$ cat src/rtl/rv32i_ifetch.sv
// RV32I instruction fetch: sequential word requests, a credit-limited in-order
// instruction buffer, and redirect flush that drops in-flight wrong-path responses.
module rv32i_ifetch #(
  parameter logic [31:0] RESET_PC   = 32'h0000_0000,
  parameter int          FIFO_DEPTH = 4
) (
  input  logic        clk,
  input  logic        rst_n,
  input  logic        redirect_valid,
  input  logic [31:0] redirect_pc,
  output logic        imem_req_valid,
  input  logic        imem_req_ready,
  output logic [31:0] imem_req_addr,
  input  logic        imem_resp_valid,
  input  logic [31:0] imem_resp_data,
  input  logic        imem_resp_err,
  output logic        instr_valid,
  input  logic        instr_ready,
  output logic [31:0] instr,
  output logic [31:0] instr_pc,
  output logic        instr_fault
);
  localparam int AW = $clog2(FIFO_DEPTH);
  localparam int CW = AW + 1;
  localparam logic [CW:0] DEPTH_W = (CW+1)'(FIFO_DEPTH);

  typedef struct packed {
    logic [31:0] data;
    logic [31:0] pc;
    logic        fault;
  } entry_t;

  entry_t mem [FIFO_DEPTH];

  logic [31:0]   fetch_pc_reg, fetch_pc_next;
  logic [31:0]   resp_pc_reg, resp_pc_next;
  logic [AW-1:0] wr_ptr_reg, wr_ptr_next;
  logic [AW-1:0] rd_ptr_reg, rd_ptr_next;
  logic [CW-1:0] count_reg, count_next;
  logic [CW-1:0] outstanding_reg, outstanding_next;
  logic [CW-1:0] drop_reg, drop_next;
  logic          req_valid_q, req_valid_next;
  logic          req_stale_q, req_stale_next;
  logic [31:0]   req_addr_q, req_addr_next;
  entry_t        head_reg, head_next, push_entry;

  logic          fire, pop, push, drop_resp, load;
  logic [CW:0]   credit_used;
  logic [31:0]   redirect_target;

  always_comb begin
    redirect_target = redirect_pc & 32'hFFFF_FFFC;
    fire            = req_valid_q & imem_req_ready;
    pop             = (count_reg != '0) & instr_ready;
    drop_resp       = imem_resp_valid & (drop_reg != '0);
    push            = imem_resp_valid & (drop_reg == '0) & ~redirect_valid;

    push_entry.data  = imem_resp_data;
    push_entry.pc    = resp_pc_reg;
    push_entry.fault = imem_resp_err;

    // A firing request is still counted: it becomes outstanding on this edge.
    credit_used = (CW+1)'(count_reg) + (CW+1)'(outstanding_reg) + (CW+1)'(req_valid_q);
    load        = (~req_valid_q | fire) & (credit_used < DEPTH_W) & ~redirect_valid;

    outstanding_next = outstanding_reg + CW'(fire) - CW'(imem_resp_valid);

    req_valid_next = req_valid_q;
    req_addr_next  = req_addr_q;
    req_stale_next = req_stale_q;
    fetch_pc_next  = fetch_pc_reg;
    if (load) begin
      req_valid_next = 1'b1;
      req_addr_next  = fetch_pc_reg;
      req_stale_next = 1'b0;
      fetch_pc_next  = fetch_pc_reg + 32'd4;
    end else if (fire) begin
      req_valid_next = 1'b0;
      req_stale_next = 1'b0;
    end else if (redirect_valid && req_valid_q) begin
      req_stale_next = 1'b1;
    end
    if (redirect_valid) begin
      fetch_pc_next = redirect_target;
    end

    if (redirect_valid) begin
      count_next   = '0;
      wr_ptr_next  = '0;
      rd_ptr_next  = '0;
      drop_next    = outstanding_next;
      resp_pc_next = redirect_target;
      head_next    = '0;
    end else begin
      count_next   = count_reg + CW'(push) - CW'(pop);
      wr_ptr_next  = wr_ptr_reg + AW'(push);
      rd_ptr_next  = rd_ptr_reg + AW'(pop);
      drop_next    = drop_reg + CW'(fire & req_stale_q) - CW'(drop_resp);
      resp_pc_next = push ? resp_pc_reg + 32'd4 : resp_pc_reg;
      // New head is the incoming word when the buffer would otherwise drain.
      if (count_next == '0) begin
        head_next = '0;
      end else if (count_reg == '0 || (count_reg == CW'(1) && pop)) begin
        head_next = push_entry;
      end else begin
        head_next = mem[rd_ptr_next];
      end
    end
  end

  always_ff @(posedge clk) begin
    if (push) begin
      mem[wr_ptr_reg] <= push_entry;
    end
  end

  always_ff @(posedge clk) begin
    if (!rst_n) begin
      fetch_pc_reg    <= RESET_PC;
      resp_pc_reg     <= RESET_PC;
      wr_ptr_reg      <= '0;
      rd_ptr_reg      <= '0;
      count_reg       <= '0;
      outstanding_reg <= '0;
      drop_reg        <= '0;
      req_valid_q     <= 1'b0;
      req_stale_q     <= 1'b0;
      req_addr_q      <= '0;
      head_reg        <= '0;
    end else begin
      fetch_pc_reg    <= fetch_pc_next;
      resp_pc_reg     <= resp_pc_next;
      wr_ptr_reg      <= wr_ptr_next;
      rd_ptr_reg      <= rd_ptr_next;
      count_reg       <= count_next;
      outstanding_reg <= outstanding_next;
      drop_reg        <= drop_next;
      req_valid_q     <= req_valid_next;
      req_stale_q     <= req_stale_next;
      req_addr_q      <= req_addr_next;
      head_reg        <= head_next;
    end
  end

  assign imem_req_valid = req_valid_q;
  assign imem_req_addr  = req_addr_q;
  assign instr_valid    = (count_reg != '0);
  assign instr          = head_reg.data;
  assign instr_pc       = head_reg.pc;
  assign instr_fault    = head_reg.fault;

  // Buffered + in-flight + pending request never exceed the buffer size.
  assert property (@(posedge clk) disable iff (!rst_n) credit_used <= DEPTH_W);

endmodule

$ cat config.mk
export PLATFORM = sky130hd
export DESIGN_NAME = rv32i_ifetch
export DESIGN_NICKNAME = d
export VERILOG_FILES = /design/src/rtl/rv32i_ifetch.sv
export SDC_FILE = /design/constraint.sdc
export NUM_CORES = 1
export LEC_CHECK = 0
export CORE_UTILIZATION = 51
export DETAILED_ROUTE_END_ITERATION = 6
export GPL_TIMING_DRIVEN = 0
export PLACE_DENSITY = 0.76
export REMOVE_ABC_BUFFERS = 1
export SETUP_SLACK_MARGIN = 0.2
export SYNTH_ARGS = -nofsm -noshare
export SYNTH_HDL_FRONTEND = slang
export SYNTH_SLANG_ARGS = --single-unit
$ cat constraint.sdc
create_clock -name clk -period 7.8 [get_ports clk]
set_clock_uncertainty 0.15 [all_clocks]
set_input_delay 1.56 -clock clk [delete_from_list [all_inputs] [get_ports clk]]
set_output_delay 1.56 -clock clk [all_outputs]
set_load 0.02 [all_outputs]
## Word-level counts from Yosys, hierarchy flattened

Memories as Yosys holds them, arrays and structs flattened.
Index checks and enable logic that the tools add are counted.

| word-level totals | value |
|---|---|
| flip-flop bits (word level) | 176 |
| RAM bits | 260 |
| bits of input ports | 71 |
| memories | 1 |

Memories:

| name | words | width | rd ports | clocked after Yosys merged registers in | wr ports | RTL line | RTL |
|---|---|---|---|---|---|---|---|
| mem | 4 | 65 | 1 | 0 | 1 | 33 | `entry_t mem [FIFO_DEPTH];` |

| operators by class | value |
|---|---|
| $add $sub $neg | 12 |
| magnitude comparators | 1 |
| eq/ne operators | 1 |
| muxes and demuxes | 10 |
| bitwise logic cells | 12 |
| reductions and logical operators | 14 |

Operators by type and width:

| cell | number |
|---|---|
| two-way mux 32 bit | 4 |
| two-way mux 65 bit | 1 |
| adder 32 x 3 -> 32 bit, second input constant | 2 |
| adder 3 x 1 -> 3 bit | 3 |
| logical NOT 3 bit | 3 |
| subtractor 3 x 1 -> 3 bit | 3 |
| bitwise AND 1 bit | 8 |
| nonzero test 2 bit | 3 |
| nonzero test 3 bit | 2 |
| OR reduction 3 bit | 2 |
| adder 2 x 1 -> 2 bit | 2 |
| adder 3 x 3 -> 4 bit | 1 |
| adder 4 x 1 -> 4 bit | 1 |
| < comparator 4 x 3 -> 1 bit, second input constant | 1 |
| two-way mux 1 bit | 4 |
| == test 3 x 1 -> 1 bit, second input constant | 1 |
| two-way mux 3 bit | 1 |
| inverter 1 bit | 3 |
| logical AND 1 bit | 2 |
| OR reduction 2 bit | 1 |
| logical OR 1 bit | 1 |
| OR 1 bit | 1 |

## Longest topological paths before layout

Gate-level depths: netlist of run 1.

| logic depth | value |
|---|---|
| depth after elaboration | 7 |
| depth in mapped cells | 15 |
| mapped depth without buffers | 13 |

## Worst setup path after synthesis of run 1

OpenSTA, ideal clock, no wires.

| path | value |
|---|---|
| path kind | input to register |
| start point | input port imem_resp_valid |
| end point | memory mem[2][0] (netlist bit) (enable) |
| arrival time | 6.926 ns |
| required time | 7.075 ns |
| setup slack | 0.149 ns |
| cell stages on the path | 4 |
| path through | or4b_4 nor2_1 inv_1 nor3b_1 |

| between the ends | value |
|---|---|
| longest elaborated chain between the ends | 4 |

RTL lines:

| what | RTL line | RTL |
|---|---|---|
| start: declaration | 14 | `input logic imem_resp_valid,` |
| bitwise AND 1 bit (2 in a row) | 56 | `push = imem_resp_valid & (drop_reg == '0) & ~redirect_valid;` |
| two-way mux 1 bit | 112 | `if (push) begin` |
| two-way mux 1 bit (implied by the code) | 113 | `mem[wr_ptr_reg] <= push_entry;` |
| end: declaration | 33 |  |

No other way between the ends.

## Worst setup path after layout of run 1

| path | value |
|---|---|
| start point | input port imem_resp_valid |
| end point | register head_reg (netlist bit instr_pc[10]) |

| between the ends | value |
|---|---|
| longest elaborated chain between the ends | 6 |

RTL lines:

| what | RTL line | RTL |
|---|---|---|
| bitwise AND 1 bit (2 in a row) | 56 |  |
| adder 3 x 1 -> 3 bit | 95 | `count_next = count_reg + CW'(push) - CW'(pop);` |
| subtractor 3 x 1 -> 3 bit | 95 |  |
| logical NOT 3 bit | 101 | `if (count_next == '0) begin` |
| OR reduction 3 bit (no source line) | -- |  |
| end signal: assignment | 141 | `head_reg <= head_next;` |
| end: declaration | 45 | `entry_t head_reg, head_next, push_entry;` |

No other way between the ends.
A chain may end at the register's enable or synchronous reset.

==> results of run 1 <==
worst max-delay path by stage:
stage / start / to / slack, ns / cells past startpoint
finish: imem_resp_valid / instr_pc[10] / 2.16 / 15
global route: imem_resp_valid / instr_pc[10] / 1.83 / 15
CTS: imem_resp_valid / instr_pc[12] / 2.10 / 15
detailed placement: imem_resp_valid / instr_pc[12] / 1.56 / 15
global placement: imem_resp_valid / mem[2][54] / -3.82 / 5
floorplan: imem_resp_valid / mem[2][0] / 0.15 / 4
cell families after synthesis:
| group | synth area share, % |
|---|---|
| mux | 9.12 |
| xor+xnor | 3.47 |
| other cells | 0.0236 |
| compound gates | 8.42 |
| flops | 68.8 |
| buf+inv | 2.10 |
| simple gates | 6.62 |
| fa+ha+maj | 1.40 |
cells in the mapped netlist, drive strengths merged, types with 23 or more instances:
cell / instances / area [um2]
nand2: 84 / 315
a22o: 63 / 552
nand4: 37 / 231
edfxtp: 252 / 7570
o21ai: 33 / 165
xor2: 46 / 403
a21oi: 56 / 280
clkbuf: 38 / 143
dfxtp: 168 / 3360
mux4: 63 / 1420
buf: 23 / 124
a21boi: 33 / 248
where the power goes:
part,leakage [nW],switching [W],internal (W)
registers,3.67,0.0000849,0.00248
clock network,0.693,0.000811,0.00123
logic,2.22,0.000338,0.000317
total,6.58,0.00123,0.00403
per-layer routing:
layer	routed length, um	up-vias	GRT usage (%)
li1	-	4338	-
met1	13900	4545	27.1
met2	15600	289	34.5
met3	1660	45	3.15
met4	681	0	5.90
met5	0	-	0
worst max-delay path, cell delays in order:
cell,delay (ns)
clkdlybuf4s50_1,0.54
or4b_4,0.54
nor2_1,0.24
inv_1,0.14
ha_1,0.31
inv_1,0.05
ha_1,0.13
inv_1,0.05
fa_1,0.38
xnor2_1,0.20
xnor2_1,0.16
o21ai_0,0.26
nor2b_4,0.79
buf_12,0.29
a22o_1,0.25
per-stage QoR:
stage                     worst slack [ns]  util [%]
final                                 2.16      64.3
after global routing                  1.83      64.3
after CTS                             2.10      64.3
after detailed placement              1.56      59.6
after global placement               -3.82      58.0
after floorplan                      0.149         -
final cells by class:
class	instances	area (um2)
sequential	420	10900
fill	2166	10900
multi-input combinational	552	4700
timing repair buffer	188	2050
clock buffer	53	1180
tap	396	495
clock inverter	24	248
inverter	18	67.6
==> impl_results.md, run 1 <==
- Rows: 64
- Cells on worst reg2reg path: 14
- Clock tree buffer depth: 3
- Boundary pin count: 170
- Wirelength per Cell: 19.3 um
- Post-synth cell types: 45
- Mapped cell area: ~16000 um2
- Core ar.: 30600 um2
- Final Slew Violations: 0
- Root Driver: clkbuf_16
- Nets: between 1000 and 1500
- Worst Setup Path Type: input port to register
- FF-to-FF End: instr_pc[10]
- Max_cap viols: 0
- Syn avg cell area: 15.2 um2
- CTS sink cnt: 420
- Worst slew pin tran: 1.30 ns
- Post-synthesis sequential area ratio: 68.8%
- Share of layout cells above drive strength 1: 13.5%
- ANT cells: 0
- Post-synth EDFFs: 252
- Vias in the first global route: 9362
- Synth warn: 0
- Total grt overflow: 0
- R2R Path Start: drop_reg[2]
- Fin crit period: 5.64 ns
- Full die area: 31800 um2
- Dpl cells: ~1600
- Final wirelength: 31.9 mm
- Hold path depth: 2
- Non-Filler Instances: 1651
- Drt pass-1 iters: 5
- Worst hold path class: register to register
- Worst setup EP type: register
- Maximum VDD drop: around 0.14 mV
- Antenna viol nets, final: 0
- Die W: 178 um
- CTS Hold Bufs: 0
- Min-Delay Startpoint: imem_req_addr[3]
- Drt first-iter violations: about 560
- Buffers on Ports: around 160
- Dpl cell area: 18200 um2
- Cell leakage power: 6.58 nW
- Top FF cell, synth: edfxtp_1
- Area growth, synth to finish: 23.9%
- Cts bufs inserted: 42
- Max Fclk: 0.177 GHz
- Max reg flops: approximately 250
- CTS tree: built
- Hold Slack: 0.309 ns
- Status: finished clean
- Reg clk slew, reported paths: roughly 0.060 ns
- CP required: 8.09 ns
- Vias/cell: 5.58
- CP startpoint kind: input port
- Detailed placement HPWL: 21.0 mm
- CTS resizes: 0
- Setup-failing EPs final: 0
- Yosys reg bits: 420
- Clk Latency, worst-skew pair: between 0.5 and 0.6 ns
- CP Data Arrival Time: 5.93 ns
- Final Hold Viols: 0
- Hold endpoint: imem_req_addr[3]
- Die Y: 178 um
- Pin count of the biggest net entering global routing: 70
- Setup TNS: 0 ns
- Rel. slew slack: roughly 13%
- First-pass GRT wire length: 50.0 mm
- Post-route cell area: 19700 um2
- Total power: 0.00526 W
- H-tree depth: 2
- Gate Count Post-Synth: 1048
- Initial antenna violation count: 0
- All-Layer GR Usage: 20.3%
- Total power density per cell area: 268 nW/um2
- Final period util: 72.3%
- Initial core utilization: approximately half
- Most frequent cells in the layout: edfxtp_1 (252), dfxtp_1 (168), clkdlybuf4s50_1 (162)
- GP Congestion: between 0.7 and 0.8
- Most common cell after layout, fill and taps aside: edfxtp_1
- Asr flop ratio synth: 0%
- Remaining DRCs: 0
- Total number of vias: 9217
- Crit Path Max Fanout: 33
- Post-CTS setup buffer count: 0
- Largest Register: mem
- RSZ-0062 raised after global routing: false
- Flop-to-flop setup slack: 3.34 ns
Power figures use the tool's default switching activity.
==> run 2, diff against run 1 <==
--- a/config.mk
+++ b/config.mk
@@ -5,10 +5,10 @@
 export SDC_FILE = /design/constraint.sdc
 export NUM_CORES = 1
 export LEC_CHECK = 0
-export CORE_UTILIZATION = 51
+export CORE_UTILIZATION = 55
 export DETAILED_ROUTE_END_ITERATION = 6
 export GPL_TIMING_DRIVEN = 0
-export PLACE_DENSITY = 0.76
+export PLACE_DENSITY = 0.78
 export REMOVE_ABC_BUFFERS = 1
 export SETUP_SLACK_MARGIN = 0.2
 export SYNTH_ARGS = -nofsm -noshare
==> constraint.sdc (replaced) <==
create_clock -name clk -period 5.55 [get_ports clk]
set_clock_uncertainty 0.15 [all_clocks]
set_input_delay 1.11 -clock clk [delete_from_list [all_inputs] [get_ports clk]]
set_output_delay 1.11 -clock clk [all_outputs]
set_load 0.02 [all_outputs]
==> run 2 against run 1 <==
Against the previous run:
- setup slack lost 1.6 ns
- design area about the same
- highest routed layer unchanged
- sequential power rose by 40%
- critical path type unchanged
- critical path depth unchanged
- routed wire length grew 1.0%
- sequential cell count unchanged
- hold slack lost 0.0048 ns
- die area down 7.2%
- critical endpoint is now instr_pc[22]
- via count up 1.7%
- cell count shrank 0.97%
==> impl_results.md, run 2 (same netlist as run 1, synthesis figures left out) <==
- Max_cap viols: 0 (unchanged)
- Buffers on Ports: 163 (unchanged)
- GP Congestion: 0.775 (-0.39%)
- Area growth, synth to finish: 24.0% (about the same)
- Dpl cell area: 18200 um2 (-0.34%)
- First-pass GRT wire length: 49.6 mm (-0.80%)
- Fin crit period: 4.98 ns
- CTS tree: built
- Antenna viol nets, final: 0 (unchanged)
- Final Hold Viols: 0 (unchanged)
- Core ar.: 28100 um2 (-8.2%)
- Final wirelength: 32.2 mm (+1.0%)
- Maximum VDD drop: 0.236 mV (+67%)
- Clock tree buffer depth: 3 (unchanged)
- H-tree depth: 2 (unchanged)
- Cells on worst reg2reg path: 14 (unchanged)
- CTS sink cnt: 420 (unchanged)
- Full die area: 29600 um2 (-7.2%)
- Most common cell after layout, fill and taps aside: edfxtp_1
- Worst setup EP type: register
- CTS Hold Bufs: 0 (unchanged)
- CP required: 5.86 ns (-2.23 ns)
- Share of layout cells above drive strength 1: 13.8% (+0.30 points)
- CP startpoint kind: input port
- Rel. slew slack: 14.7% (+1.7 points)
- Initial core utilization: 56.5% (+4.6 points)
- Die Y: 172 um (-3.7%)
- Setup-failing EPs final: 0 (unchanged)
- Rows: 61 (-4.7%)
- Initial antenna violation count: 0 (unchanged)
- Status: finished clean
- Total power: 0.00750 W (+43%)
- Non-Filler Instances: 1635 (-0.97%)
- Crit Path Max Fanout: 32 (-3.0%)
- Die W: 172 um (-3.7%)
- All-Layer GR Usage: 22.0% (+1.6 points)
- Worst hold path class: register to register
- Hold Slack: 0.304 ns (-0.00476 ns)
- Cell leakage power: 6.60 nW (+0.41%)
- Most frequent cells in the layout: edfxtp_1 (252), dfxtp_1 (168), clkdlybuf4s50_1 (162)
- Vias in the first global route: 9137 (-2.4%)
- Drt first-iter violations: 663 (+19%)
- Vias/cell: 5.73 (+2.7%)
- CP Data Arrival Time: 5.29 ns (-0.64 ns)
- Max reg flops: 252 (unchanged)
- Drt pass-1 iters: 4 (-1)
- Root Driver: clkbuf_16
- Hold path depth: 2 (unchanged)
- Finished Core Util: 70.1% (+5.8 points)
- Max Fclk: 0.201 GHz
- Reg clk slew, reported paths: 0.06 ns (about the same)
- Final period util: 89.7%
- Nets: 1310 (+0.076%)
- Cts bufs inserted: 42 (unchanged)
- ANT cells: 0 (unchanged)
- Worst Setup Path Type: input port to register
- Final Slew Violations: 0 (unchanged)
- Total number of vias: 9375 (+1.7%)
- Boundary pin count: 170 (unchanged)
- RSZ-0062 raised after global routing: false
- Worst slew pin tran: 1.27 ns (-0.0251 ns)
- Post-route cell area: 19700 um2 (about the same)
- Pin count of the biggest net entering global routing: 70 (unchanged)
- Remaining DRCs: 0 (unchanged)
- Wirelength per Cell: 19.7 um (+2.0%)
- Detailed placement HPWL: 20.4 mm (-2.9%)
- Largest Register: mem
- Dpl cells: 1555 (-1.2%)
- Total power density per cell area: 381 nW/um2 (+42%)
- Clk Latency, worst-skew pair: 0.53 ns (about the same)
- Total grt overflow: 0 (unchanged)
run 2: where the power goes:
group / switching [W] / internal [W]
combinational: 0.000481 / 0.000442
sequential: 0.000119 / 0.00349
clock: 0.00113 / 0.00184
run 2: what timing repair did:
action,4_1_cts,5_1_grt
buffers inserted,0,0
setup endpoints to repair,0,29
resized for setup,0,2
hold endpoints to repair,0,0
run 2: worst paths after layout:
| path | start | to | slack [ns] |
|---|---|---|---|
| max | imem_resp_valid | instr_pc[22] | 0.57 |
| max reg2reg | drop_reg[2] | instr_pc[22] | 1.31 |
| min reg2reg | imem_req_addr[3] | imem_req_addr[3] | 0.30 |
| min | imem_req_addr[3] | imem_req_addr[3] | 0.30 |
run 2: final cells by class:
class | count | area (um2)
flip-flops and latches | 420 | 10900
fillers | 1889 | 8400
multi-input cells | 554 | 4720
repair buffers | 187 | 2010
clock buffers | 61 | 1250
well taps | 378 | 473
clock inverters | 17 | 239
inverters | 18 | 67.6
run 2: routing by layer:
metal  up-vias  track usage, %  share of wire (%)
li1       4348               -                  -
met1      4653            30.9                 44
met2       322            35.4                 48
met3        52            3.27                6.2
met4         0            7.20                2.4
met5         -               0                  0
run 2: worst max-delay path, cell delays in order:
cell	delay [ns]
clkdlybuf4s50_1	0.55
or4b_4	0.54
nor2_1	0.26
inv_1	0.15
ha_1	0.31
inv_1	0.06
ha_1	0.13
inv_1	0.05
fa_1	0.37
xnor2_1	0.14
xnor2_1	0.27
o21ai_2	0.25
nor2b_4	0.58
buf_12	0.29
a22o_1	0.20
run 2: metrics by stage:
step | setup TNS [ns] | worst slack (ns)
finish | 0 | 0.571
floorplan | -204.82 | -1.65
global route | 0 | 0.411
detailed placement | -4.90 | -0.212
CTS | 0 | 0.344
global placement | -1050.89 | -5.82
